`src/rtl/instr_fetch_ctrl.sv`:
```
// instr_fetch_ctrl
// Fetch sequencer for a synchronous-read instruction memory. It owns the fetch
// PC and issues at most one word read per cycle. Returned words are queued with
// their PC in a small FIFO that decode drains over a valid/ready handshake.
// A redirect flushes the queue, drops the read in flight and restarts fetch.
// A misaligned redirect target halts fetch behind a sticky fault until an
// aligned redirect arrives.
module instr_fetch_ctrl #(
  parameter int unsigned     ADDR_BITS = 10,
  parameter int unsigned     XLEN      = 32,
  parameter int unsigned     INSTR_LEN = 32,
  parameter logic [XLEN-1:0] RESET_PC  = '0,
  parameter int unsigned     DEPTH     = 4
) (
  input  logic                 clk,
  input  logic                 rst,
  output logic                 mem_req,
  output logic [XLEN-1:0]      mem_addr,
  input  logic [INSTR_LEN-1:0] mem_rdata,
  input  logic                 redirect_valid,
  input  logic [XLEN-1:0]      redirect_pc,
  output logic                 instr_valid,
  input  logic                 instr_ready,
  output logic [INSTR_LEN-1:0] instr,
  output logic [XLEN-1:0]      instr_pc,
  output logic                 fetch_fault
);

  // Reject configurations the pointer arithmetic and alignment logic cannot
  // support. The memory decodes only ADDR_BITS of mem_addr; the rest are
  // driven anyway.
  if (DEPTH < 2 || (DEPTH & (DEPTH - 1)) != 0) begin : g_bad_depth
    $error("instr_fetch_ctrl: DEPTH must be a power of two and at least 2");
  end
  if (RESET_PC[1:0] != 2'b00) begin : g_bad_reset_pc
    $error("instr_fetch_ctrl: RESET_PC must be 4-byte aligned");
  end
  if (ADDR_BITS < 3 || ADDR_BITS > XLEN) begin : g_bad_addr_bits
    $error("instr_fetch_ctrl: ADDR_BITS must lie between 3 and XLEN");
  end

  // Pointers wrap naturally because DEPTH is a power of two. The count needs
  // one extra bit so that it can hold DEPTH itself.
  localparam int unsigned       PTR_W     = $clog2(DEPTH);
  localparam int unsigned       CNT_W     = PTR_W + 1;
  localparam logic [CNT_W-1:0]  DEPTH_CNT = CNT_W'(DEPTH);
  localparam logic [CNT_W:0]    DEPTH_OCC = (CNT_W + 1)'(DEPTH);

  // Sequencing state
  logic [XLEN-1:0]      r_fetch_pc;
  logic                 r_inflight;
  logic [XLEN-1:0]      r_inflight_pc;
  logic                 r_fault;
  logic                 r_rst_q;

  // Instruction FIFO
  logic [CNT_W-1:0]     r_count;
  logic [PTR_W-1:0]     r_rd_ptr;
  logic [PTR_W-1:0]     r_wr_ptr;
  logic [INSTR_LEN-1:0] r_instr_q [DEPTH];
  logic [XLEN-1:0]      r_pc_q    [DEPTH];

  logic [CNT_W:0]       w_occupancy;
  logic                 w_issue;
  logic                 w_push;
  logic                 w_valid;
  logic                 w_pop;

  // Credit is everything already queued plus the read still in flight. A pop
  // in the current cycle does not free a slot until the next cycle, which
  // keeps the issue decision off the decode ready path.
  assign w_occupancy = {1'b0, r_count} + {{CNT_W{1'b0}}, r_inflight};

  // No read in a reset cycle, in the first cycle after reset, while faulted,
  // or in a redirect cycle (its address would be stale).
  assign w_issue = !rst && !r_rst_q && !r_fault && !redirect_valid
                   && (w_occupancy < DEPTH_OCC);

  // A returning word is kept unless a redirect in the same cycle discards it.
  assign w_push  = r_inflight && !redirect_valid;

  assign w_valid = !rst && (r_count != '0);
  assign w_pop   = w_valid && instr_ready;

  assign mem_req     = w_issue;
  assign mem_addr    = {r_fetch_pc[XLEN-1:2], 2'b00};
  assign instr_valid = w_valid;
  assign instr       = r_instr_q[r_rd_ptr];
  assign instr_pc    = r_pc_q[r_rd_ptr];
  assign fetch_fault = r_fault;

  // Remember that the previous edge was a reset edge so that issue holds off
  // for one cycle after reset.
  // NOTE: sequential state is written with <= so every flop samples values
  // from before the edge; a blocking = here would leak new values into later
  // statements and make simulation depend on statement order.
  always_ff @(posedge clk) begin
    r_rst_q <= rst;
  end

  // Fetch PC, in-flight tracking, fault flag and FIFO bookkeeping.
  always_ff @(posedge clk) begin
    if (rst) begin
      r_fetch_pc    <= RESET_PC;
      r_inflight    <= 1'b0;
      r_inflight_pc <= '0;
      r_fault       <= 1'b0;
      r_count       <= '0;
      r_rd_ptr      <= '0;
      r_wr_ptr      <= '0;
    end else if (redirect_valid) begin
      // Flush everything; a handshake in this cycle has already been
      // accepted by decode, so dropping the head is correct.
      r_fetch_pc <= redirect_pc;
      r_inflight <= 1'b0;
      r_fault    <= (redirect_pc[1:0] != 2'b00);
      r_count    <= '0;
      r_rd_ptr   <= '0;
      r_wr_ptr   <= '0;
    end else begin
      r_inflight <= w_issue;
      if (w_issue) begin
        r_fetch_pc    <= r_fetch_pc + XLEN'(4);
        r_inflight_pc <= r_fetch_pc;
      end
      if (w_push) begin
        r_wr_ptr <= r_wr_ptr + PTR_W'(1);
      end
      if (w_pop) begin
        r_rd_ptr <= r_rd_ptr + PTR_W'(1);
      end
      case ({w_push, w_pop})
        2'b10:   r_count <= r_count + CNT_W'(1);
        2'b01:   r_count <= r_count - CNT_W'(1);
        default: r_count <= r_count;
      endcase
    end
  end

  // FIFO storage: capture the returning word together with its PC.
  // NOTE: the storage array has no reset; the count and pointers already
  // define which entries are meaningful, and resetting a memory array costs
  // a reset mux on every bit for no functional gain.
  always_ff @(posedge clk) begin
    if (!rst && w_push) begin
      r_instr_q[r_wr_ptr] <= mem_rdata;
      r_pc_q[r_wr_ptr]    <= r_inflight_pc;
    end
  end

  // The credit rule must make a push into a full FIFO impossible.
  a_no_overflow: assert property (@(posedge clk) disable iff (rst)
    !(w_push && (r_count == DEPTH_CNT)));

endmodule

```
`config.mk`:
```
export PLATFORM = sky130hd
export DESIGN_NAME = instr_fetch_ctrl
export DESIGN_NICKNAME = d
export VERILOG_FILES = /design/src/rtl/instr_fetch_ctrl.sv
export SDC_FILE = /design/constraint.sdc
export NUM_CORES = 1
export LEC_CHECK = 0
export CORE_ASPECT_RATIO = 1.75
export CORE_MARGIN = 2
export CORE_UTILIZATION = 41
export CTS_CLUSTER_SIZE = 25
export DETAILED_ROUTE_END_ITERATION = 8
export PLACE_DENSITY_LB_ADDON = 0.08
export SLEW_MARGIN = 20
export SYNTH_ARGS = -nofsm -noshare
export SYNTH_HDL_FRONTEND = slang
export SYNTH_SLANG_ARGS = --single-unit
```
`constraint.sdc`:
```
create_clock -name clk -period 6 [get_ports clk]
set_input_delay 1.2 -clock clk [delete_from_list [all_inputs] [get_ports clk]]
set_output_delay 1.2 -clock clk [all_outputs]
set_load 0.01 [all_outputs]
```
==> results by group <==
Run status
  – Status: complete, no violations

Synth
  – Post-synthesis mux area share: between 10% and 20%
  – Synth warnings: 0
  – Async SR Flop Fraction: 0%
  – Largest cells by area after synthesis: edfxtp_1 (60%), dfxtp_1 (12%), mux4_2 (11%), nand2_1 (2.8%), a21oi_1 (1.9%)
  – Synth Area in XOR/XNOR: under 10%
  – Mean area per synthesized cell: approximately 16 µm²
  – Commonest cells in the netlist: edfxtp_1 (256), nand2_1 (95), dfxtp_1 (76)
  – Most area-hungry cell type in the Yosys netlist: edfxtp_1
  – Yosys top cell area share: approximately three fifths
  – Post-Synth Adder-Cell Area: 0.736%
  – Most used DFF post-synth: edfxtp_1
  – Mapped cell area: between 0.01 and 0.015 mm²
  – Yosys cell types: 46
  – Register area share after synthesis: 71.3%
  – #FFs+latches synth: 332
  – Post-Synth Simple-Gate Area: under 10%
  – Most frequent cell after synthesis: edfxtp_1
  – EDFF count, synth: about 260
  – Largest family of logic cells by synthesized area: multiplexers
  – Synth Area in Compound Gates: 4.59%
  – Syn Inst Count: 797

Layout
  – Synthesis-to-finish area growth: 21.6%
  – Final core occ: between 50 and 60%
  – Share of cells above drive strength 1: 13.7%
  – Diodes inserted: 0
  – Post-layout nets: 1001
  – Fin area: roughly 0.016 mm²

Floorplan
  – Ports: around 170
  – Initial core utilization: between 40% and 50%
  – Core ar.: 0.0313 mm²
  – Site Rows: 86
  – Chip Width: roughly 140 µm
  – Full die area: ~0.033 mm²
  – Die Ht: roughly 240 µm

Power
  – VDD IR max: ~0.2 mV
  – Pwr Total: around 4.6 mW
  – Pwr dens: 293 mW/mm²
  – Static Leakage: between 5 and 6 nW

Clock tree
  – Post-CTS setup buffers: 0
  – Clock transition at the registers of the reported paths: 60 ps
  – Clk_lat worst skew: around 560 ps
  – Root buffer cell: clkbuf_16
  – CTS tree: done
  – CTS Buf Count: 30
  – Post_cts resized: 0
  – Hold Buf Count CTS: 0
  – Longest Clk Path Bufs: 3
  – Clk sinks: 332
  – H-Tree Level Count: 1

Drt
  – Post-Route WL: between 20000 and 30000 µm
  – Initial DRC count: 390
  – Via count: just over 7000
  – First drt pass iteration count: 5
  – WL/cell: 20.4 µm
  – Via-to-Cell Ratio: about 5.4
  – Residual DRC count: 0
  – Post-route ant nets: 0

Worst hold path
  – Min-Delay Path Class: reg -> reg

Worst setup path
  – CP Buf/Inv Count: 4
  – Top cell family by delay on the critical path: buffers and inverters
  – CP startpoint kind: input pin
  – Crit path largest cell delay: around 550 ps
  – CP Class: in -> out
  – CP endpoint kind: output pin
  – Worst path slowest cell: clkdlybuf4s50_1
  – Most used cell, CP: clkdlybuf4s50_1
  – Worst path arrival time: between 3000 and 4000 ps
  – Worst-path cell chain: clkdlybuf4s50_1 -> buf_4 -> nor2_1 -> nand3_2 -> inv_1 -> clkdlybuf4s50_1
  – Worst EP required: 4800 ps
  – Max FO, Critical Path: 39

Global routing
  – Largest net degree at the start of global routing: slightly above 70
  – Initial antenna violation count: 0
  – First-pass GRT wire length: around 43000 µm
  – Global Route Usage Sum: between 10% and 20%
  – Grt total ovfl: 0
  – Number of global-route vias before repair: 7625

STA
  – Final Hold Viols: 0
  – Max frequency: around 0.23 GHz
  – Period utilization: ~72%
  – Final setup viols: 0
  – Setup TNS: 0 ps
  – Clock Skew: 11.8 ps
  – Slew @ Worst Pin: 1070 ps
  – RSZ-0062 raised after global routing: no
  – Slew headroom: 28.9%
  – Max Transition Viols Final: 0
  – Clock period minus worst slack: between 4000 and 5000 ps
  – Final worst setup slack: about 1700 ps

Place
  – Routability cong.: 0.822
  – # port buffers: 164
  – Placement Setup Slack: roughly 1700 ps
  – Post-DP Area: around 0.015 mm²
  – Dpl hpwl: between 15000 and 20000 µm

Run
  – Max-Cap Viols: 0
## routing by layer
metal	wire length (µm)	global-route usage (%)
met3	1220	2.16
met5	0	0
met2	14600	30.4
met1	10900	19.8
met4	749	5.84
## layout by cell type, fill, tap and decap left out, drive strengths merged, types with 9 or more instances in the layout
| cell | instances |
|---|---|
| nand3 | 12 |
| o211ai | 9 |
| a21oi | 48 |
| nor2 | 19 |
| a31oi | 17 |
| nand2 | 95 |
| dfxtp | 76 |
| mux4 | 64 |
| o22ai | 9 |
| clkbuf | 45 |
| edfxtp | 256 |
| xnor2 | 13 |
| nor3 | 9 |
| nand4 | 12 |
| clkdlybuf4s50 | 163 |
| inv | 16 |
## worst reg2reg max path, stage by stage, from the launching register on
cell and delay (ps):
dfxtp_1 450, nor3_1 120, nor3b_1 460, ha_1 300, inv_1 70, fa_1 370, xor2_1 170, or3_1 310
a21oi_1 140
## sequential cells by signal (all words and copies together) (netlist names), named ones only
| signal | cells |
|---|---|
| r_inflight_pc | 32 |
| r_pc_q | 128 |
| r_count | 3 |
| fetch_fault | 1 |
| r_rst_q | 1 |
| r_inflight | 1 |
| r_instr_q | 128 |
| r_fetch_pc | 32 |
| r_rd_ptr | 2 |
| r_wr_ptr | 2 |
## cell families (layout without fill, tap and decap cells)
kind of cell | Yosys count | in the layout
mux | 68 | 68
simple gates | 187 | 187
fa+ha+maj | 7 | 7
other cells | 1 | 2
flops | 332 | 332
xor+xnor | 16 | 16
buf+inv | 88 | 240
compound gates | 98 | 98
## worst paths after layout
path                          from               end  slack (ps)  cells after the start
setup / recovery    redirect_valid           mem_req        1700                      6
hold / removal    r_inflight_pc[4]  r_inflight_pc[4]         500                      2
setup reg to reg        r_count[2]        r_count[2]        3570                      8
hold reg to reg   r_inflight_pc[4]  r_inflight_pc[4]         500                      2
## power by group
part	internal, mW	switching [mW]
Sequential	2.48	0.0316
Combinational	0.0918	0.0784
Clock	1.10	0.813
Total	3.67	0.923
## area by class of cell
type / count / area (µm²)
fillers: 2596 / 15600
flip-flops and latches: 332 / 9220
multi-input cells: 378 / 3270
repair buffers: 171 / 1690
clock buffers: 45 / 878
well taps: 396 / 495
clock inverters: 11 / 111
inverters: 13 / 48.8
## per-stage QoR
step	hold WS, ps	std cells
after global routing	526	1346
after global placement	472	1290
after CTS	497	1346
final	497	1346
after detailed placement	489	1290
after floorplan	431	798
Note: power is estimated with default switching activity, not from simulation.
